[src/rtl/fetch_unit_if.sv]
// Instruction-memory request/grant/response bundle between fetch and imem.
// master: fetch side drives imem_req/imem_addr, samples imem_gnt/imem_rvalid/imem_rdata.
// slave : memory side, mirror image of master.
interface fetch_unit_if #(
    parameter int BITS       = 8,
    parameter int INSTR_BITS = 8
);
    logic                  imem_req;
    logic [BITS-1:0]       imem_addr;
    logic                  imem_gnt;
    logic                  imem_rvalid;
    logic [INSTR_BITS-1:0] imem_rdata;

    modport master (
        output imem_req,
        output imem_addr,
        input  imem_gnt,
        input  imem_rvalid,
        input  imem_rdata
    );

    modport slave (
        input  imem_req,
        input  imem_addr,
        output imem_gnt,
        output imem_rvalid,
        output imem_rdata
    );
endinterface

[src/rtl/fetch_unit.sv]
// PC register and instruction-fetch stage: fetches the word at pc, presents it to decode.
// Latency: request to instr_valid is 2 cycles minimum (grant, then rvalid); one fetch per advance.
// Backpressure: request held with stable address until imem_gnt; advance is blocked while stall.
// Ports: clk/rst_n (sync active-low); next_pc/advance/stall/halt from the core;
//        imem (master modport) memory handshake; pc/pc_inc/instr/instr_valid/halted outputs.
module fetch_unit #(
    parameter int              BITS       = 8,
    parameter int              INSTR_BITS = 8,
    parameter logic [BITS-1:0] RESET_PC   = '0
) (
    input  logic                  clk,
    input  logic                  rst_n,
    input  logic [BITS-1:0]       next_pc,
    input  logic                  advance,
    input  logic                  stall,
    input  logic                  halt,
    fetch_unit_if.master          imem,
    output logic [BITS-1:0]       pc,
    output logic [BITS-1:0]       pc_inc,
    output logic [INSTR_BITS-1:0] instr,
    output logic                  instr_valid,
    output logic                  halted
);

    typedef enum logic [2:0] {
        S_IDLE  = 3'd0,
        S_REQ   = 3'd1,
        S_WAIT  = 3'd2,
        S_READY = 3'd3,
        S_HALT  = 3'd4
    } state_t;

    state_t                state_q, state_d;
    logic [BITS-1:0]       pc_q, pc_d;
    logic [INSTR_BITS-1:0] instr_q, instr_d;
    logic                  instr_valid_q, instr_valid_d;
    logic                  halted_q, halted_d;
    logic                  accept;

    // Decode may only consume the instruction when it is not stalled.
    assign accept = advance && !stall;

    // State register
    always_ff @(posedge clk) begin
        if (!rst_n) begin
            state_q <= S_IDLE;
        end else begin
            state_q <= state_d;
        end
    end

    // Next-state logic
    always_comb begin
        state_d = state_q;
        case (state_q)
            // One dead cycle after reset release before the first request.
            S_IDLE:  state_d = S_REQ;
            S_REQ:   if (imem.imem_gnt) state_d = S_WAIT;
            S_WAIT:  if (imem.imem_rvalid) state_d = S_READY;
            S_READY: if (accept) state_d = halt ? S_HALT : S_REQ;
            S_HALT:  state_d = S_HALT;
            default: state_d = S_IDLE;
        endcase
    end

    // Output logic: request is a pure function of state, address always tracks pc.
    always_comb begin
        imem.imem_req  = (state_q == S_REQ);
        imem.imem_addr = pc_q;
    end

    // Datapath next-state: responses are only taken in WAIT, so a stray rvalid
    // after reset or after halt never reaches instr.
    always_comb begin
        pc_d          = pc_q;
        instr_d       = instr_q;
        instr_valid_d = instr_valid_q;
        halted_d      = halted_q;
        case (state_q)
            S_WAIT: begin
                if (imem.imem_rvalid) begin
                    instr_d       = imem.imem_rdata;
                    instr_valid_d = 1'b1;
                end
            end
            S_READY: begin
                if (accept) begin
                    instr_valid_d = 1'b0;
                    // On halt the pc keeps pointing at the halting instruction.
                    if (halt) begin
                        halted_d = 1'b1;
                    end else begin
                        pc_d = next_pc;
                    end
                end
            end
            default: ;
        endcase
    end

    // Datapath registers
    always_ff @(posedge clk) begin
        if (!rst_n) begin
            pc_q          <= RESET_PC;
            instr_q       <= '0;
            instr_valid_q <= 1'b0;
            halted_q      <= 1'b0;
        end else begin
            pc_q          <= pc_d;
            instr_q       <= instr_d;
            instr_valid_q <= instr_valid_d;
            halted_q      <= halted_d;
        end
    end

    assign pc          = pc_q;
    assign pc_inc      = pc_q + BITS'(1);
    assign instr       = instr_q;
    assign instr_valid = instr_valid_q;
    assign halted      = halted_q;

endmodule

[src/flat_wrapper.sv]
// flat-port wrapper written by rule: the top's interface ports become plain ports
module fetch_unit_flat 
#(
    parameter int              BITS       = 8,
    parameter int              INSTR_BITS = 8,
    parameter logic [BITS-1:0] RESET_PC   = '0
)
  (clk, rst_n, next_pc, advance, stall, halt, pc, pc_inc, instr, instr_valid, halted, imem_imem_req, imem_imem_addr, imem_imem_gnt, imem_imem_rvalid, imem_imem_rdata);
  fetch_unit_if #(.BITS(BITS), .INSTR_BITS(INSTR_BITS)) imem_i ();
  input  logic clk;
  input  logic rst_n;
  input  logic [BITS-1:0] next_pc;
  input  logic advance;
  input  logic stall;
  input  logic halt;
  output logic [BITS-1:0] pc;
  output logic [BITS-1:0] pc_inc;
  output logic [INSTR_BITS-1:0] instr;
  output logic instr_valid;
  output logic halted;
  output wire logic [$bits(imem_i.imem_req)-1:0] imem_imem_req;
  output wire logic [$bits(imem_i.imem_addr)-1:0] imem_imem_addr;
  input wire logic [$bits(imem_i.imem_gnt)-1:0] imem_imem_gnt;
  input wire logic [$bits(imem_i.imem_rvalid)-1:0] imem_imem_rvalid;
  input wire logic [$bits(imem_i.imem_rdata)-1:0] imem_imem_rdata;
  assign imem_imem_req = imem_i.imem_req;
  assign imem_imem_addr = imem_i.imem_addr;
  assign imem_i.imem_gnt = imem_imem_gnt;
  assign imem_i.imem_rvalid = imem_imem_rvalid;
  assign imem_i.imem_rdata = imem_imem_rdata;
  fetch_unit #(.BITS(BITS), .INSTR_BITS(INSTR_BITS), .RESET_PC(RESET_PC)) u_core (.clk(clk), .rst_n(rst_n), .next_pc(next_pc), .advance(advance), .stall(stall), .halt(halt), .imem(imem_i), .pc(pc), .pc_inc(pc_inc), .instr(instr), .instr_valid(instr_valid), .halted(halted));
endmodule
[config.mk]
export PLATFORM = sky130hd
export DESIGN_NAME = fetch_unit_flat
export DESIGN_NICKNAME = d
export VERILOG_FILES = /design/src/rtl/fetch_unit_if.sv /design/src/rtl/fetch_unit.sv /design/src/flat_wrapper.sv
export SDC_FILE = /design/constraint.sdc
export NUM_CORES = 1
export LEC_CHECK = 0
export ABC_AREA = 0
export BUFFER_PORTS_ARGS = -buffer_cell sky130_fd_sc_hd__buf_2
export CORE_ASPECT_RATIO = 0.8
export CORE_MARGIN = 1.5
export CORE_UTILIZATION = 43
export CTS_CLUSTER_SIZE = 25
export DETAILED_ROUTE_END_ITERATION = 8
export GPL_ROUTABILITY_DRIVEN = 0
export GPL_TIMING_DRIVEN = 0
export PLACE_DENSITY = 0.78
export SKIP_LAST_GASP = 1
export SLEW_MARGIN = 30
export SYNTH_ARGS = -nofsm -noshare
export SYNTH_HDL_FRONTEND = slang
export SYNTH_SLANG_ARGS = --single-unit
[constraint.sdc]
create_clock -name clk -period 1.3 [get_ports clk]
set_input_delay 0.195 -clock clk [delete_from_list [all_inputs] [get_ports clk]]
set_output_delay 0.195 -clock clk [all_outputs]
set_load 0.005 [all_outputs]
==> flow_summary.ini <==
[status]
status = finished with violations
violations = design-rule violations, negative setup slack

[critical_path]
reg2regPathDepth = 4
cp.required_ps = 1110
worst_setup_path_end_kind = output pin
r2r-end = u_core.instr[1]
timing.critical_path.arrival_ps = 1250
critPathLaunchType = register
critical-path-slowest-cell = dfxtp_4
slowest_delay_ps = 410
setup.reg_to_reg.worst_slack_ps = 90
path_cells = and3_1 > nand3_2 > xnor2_1 > buf_2
crit_end = pc_inc[7]
crit-reg2reg-launch = u_core.state_q[2]
startpoint = u_core.imem.imem_addr[1]
crit_fanout = 5
critPathKind = reg -> out

[global_route]
gr-usage-all-layers_pct = 20.5
gr-total-overflow = 0
first_global_vias = 963
wire_length_of_the_first_global_routing_pass_um = 4050
largest_net_degree_at_the_start_of_global_routing = 14
antenna_found_initial = 0

[finish]
insertedDiodeCount = 0
area_growth_pct = 48.0
finalCoreUtilization_pct = 68.6
sequential_cell_area_sq_um = 443
instances_no_fill = 212
final.fill_count = 173
finish.net_count = 212
final_cell_area_sq_um = 1520
multiInputGateArea_sq_um = 556
post_route_cells_drive_above_1_share_pct = 51.9

[yosys]
synth_sequential_area_ratio_pct = 40.9
synthesis.area_sq_um = 1030
yosys_warnings = 0
mappedNetlistNets = 141
avgSynthCellArea_sq_um = 8.78
synth_largest_area_cell = dfxtp_1
ys_top_cells_by_area = dfxtp_1 (41%), nand2_1 (12%), mux2i_1 (7.8%)
syn-instance-count = 117
ys_ff_latch = 21
synth_top_area_share_pct = 40.9
synth_cell_types = 26

[clocking]
tritoncts.num_buffers = 3
clk_pin_slew_worst_paths_ps = 120
cts_max_level = 1
clk_root_buffer_cell = clkbuf_4
clock-sinks = 21
cts.path.max_buffers = 2
cts_tree = built
clock_latency_ps = 320

[route]
wl_per_cell_um = 13.2
postRouteAntennaNets = 0
firstDrtPassIters = 6
via_per_inst = 5.00
vias = 1060
drt_iter0_markers = 35
drt-total-wl_um = 2810
residual_drc_count = 5

[floorplan]
chipWidth_um = 57.6
initial_utilization_pct = 46.4
chipHeight_um = 46.7
num_io_pins = 58
die-area_sq_um = 2690
row_count = 15
core_region_area_sq_um = 2210

[pwr]
cell_internal_pwr_mw = 0.834
fin_total_pwr_mw = 1.12
power_frac_comb_pct = 11.2
vdd_ir_drop_max_mv = 0.472
power_density_nw_per_um2 = 738
power_frac_seq_pct = 59.5
sw_frac_of_total_pct = 25.7
switching_power_mw = 0.288
share_clk_of_total_power_pct = 29.2
power_leakage_nw = 0.743

[min_path]
hp-class = in -> reg
min_from = next_pc[1]

[timing]
tightest_slew_ps = 448
fin_crit_ps = 1450
timing.final.hold_violations = 0
achievable-frequency_mhz = 690
slew_headroom_pct = 70.1
finalSetupViolations = 6
post-route-worst-setup-slack_ps = -149
finalClockSkew_ps = 10.1
final_clock_period_utilization_by_the_worst_path_pct = 111
unrepaired_setup_endpoints_after_global_routing = yes
max_slew_violation_count = 0

[placement]
hpwl_um = 1920
portBuffers = 56
placement.setup.worst_slack_ps = -91.0
placed_instance_count = 198
post_dp_cell_area_sq_um = 1340

[job]
max-cap-violations = 0
placed cells by master, fill, tap and decap left out, types with 2 or more instances in the layout:
cell,instances
clkbuf_1,3
buf_2,56
mux2i_1,8
dfxtp_2,3
dfxtp_1,13
nand3_1,4
buf_4,16
clkbuf_4,3
nand2_1,33
nand2b_1,2
nor3b_1,2
o21a_1,2
xnor2_1,5
nor2_1,2
buf_6,4
dfxtp_4,5
a21boi_0,9
stage by stage:
stage,TNS [ps],hold WS (ps)
2_1_floorplan,0,337
3_3_place_gp,-85.3,443
3_5_place_dp,-615,449
4_1_cts,-679,92.1
5_1_grt,-1050,107
6_report,-722,103
synthesized netlist by cell type:
| cell | number |
|---|---|
| nand2b_1 | 2 |
| nor2_1 | 2 |
| mux2i_1 | 8 |
| xnor2_1 | 5 |
| nor4_1 | 1 |
| and4bb_2 | 1 |
| buf_4 | 8 |
| nor3_4 | 1 |
| nand3b_4 | 1 |
| buf_2 | 1 |
| a21boi_0 | 9 |
| ha_1 | 1 |
| dfxtp_1 | 21 |
| inv_1 | 1 |
| nand2_1 | 33 |
| a21oi_1 | 1 |
| nor3b_1 | 3 |
| nor3_1 | 1 |
| nand3_1 | 5 |
| nand4bb_1 | 1 |
| and3b_2 | 1 |
| clkbuf_1 | 4 |
| o21a_1 | 2 |
| xor2_1 | 1 |
| o21ai_0 | 1 |
| and3_1 | 2 |
worst min path at each step:
stage                                    end  slack [ps]  cells after the start
global route        u_core.imem.imem_addr[0]         110                      3
CTS                 u_core.imem.imem_addr[0]          90                      3
detailed placement  u_core.imem.imem_addr[0]         450                      3
global placement    u_core.imem.imem_addr[6]         440                      3
finish              u_core.imem.imem_addr[1]         100                      3
floorplan           u_core.imem.imem_addr[7]         340                      2
power by group through the flow:
| stage | logic, mW | registers (mW) | clock network, mW |
|---|---|---|---|
| after floorplan | 0.0592 | 0.686 | 0 |
| after global placement | 0.114 | 0.687 | 0 |
| after detailed placement | 0.118 | 0.688 | 0 |
| after CTS | 0.122 | 0.666 | 0.335 |
| after global routing | 0.138 | 0.671 | 0.352 |
| final | 0.126 | 0.668 | 0.328 |
registers in the layout (all words and copies together), names as in the netlist:
register	flops
u_core.imem.imem_addr	8
u_core.halted	1
u_core.state_q	3
u_core.instr	8
u_core.instr_valid	1
layout make-up:
class	count	area share (%)
plain buffers	11	4.53
clock buffers	3	1.48
clock inverters	1	0.494
inverters	1	0.247
multi-input cells	82	36.5
flip-flops and latches	21	29.1
well taps	25	2.06
repair buffers	68	25.5
layer usage:
| layer | track usage, % | routed length (um) |
|---|---|---|
| met1 | 21.1 | 1120 |
| met2 | 40.5 | 1460 |
| met4 | 13.5 | 51 |
| met3 | 2.53 | 171 |
| met5 | 0 | 0 |
kinds of logic after synthesis:
family / synth area share, %
simple gates: 27.8
flops: 40.9
buf+inv: 8.16
compound gates: 9.01
mux: 7.80
xor+xnor: 5.12
fa+ha+maj: 1.22
critical path: cells and delay by family, from the launching register on:
kind | cells | cell delay [ps]
DFF | 1 | 410
and+or+nand+nor | 2 | 270
xor gates and xnor gates | 1 | 130
buffers and inverters | 1 | 120
what timing repair did:
action | CTS | global route
setup endpoints to repair | 20 | 22
setup buffers | 11 | 1
gates cloned | 0 | 0
gates resized for setup | 16 | 7
pin swaps | 2 | 2
endpoints found under the hold margin | 0 | 0
hold buffers | 0 | 0
No activity file was read; power rests on OpenSTA's default activity.
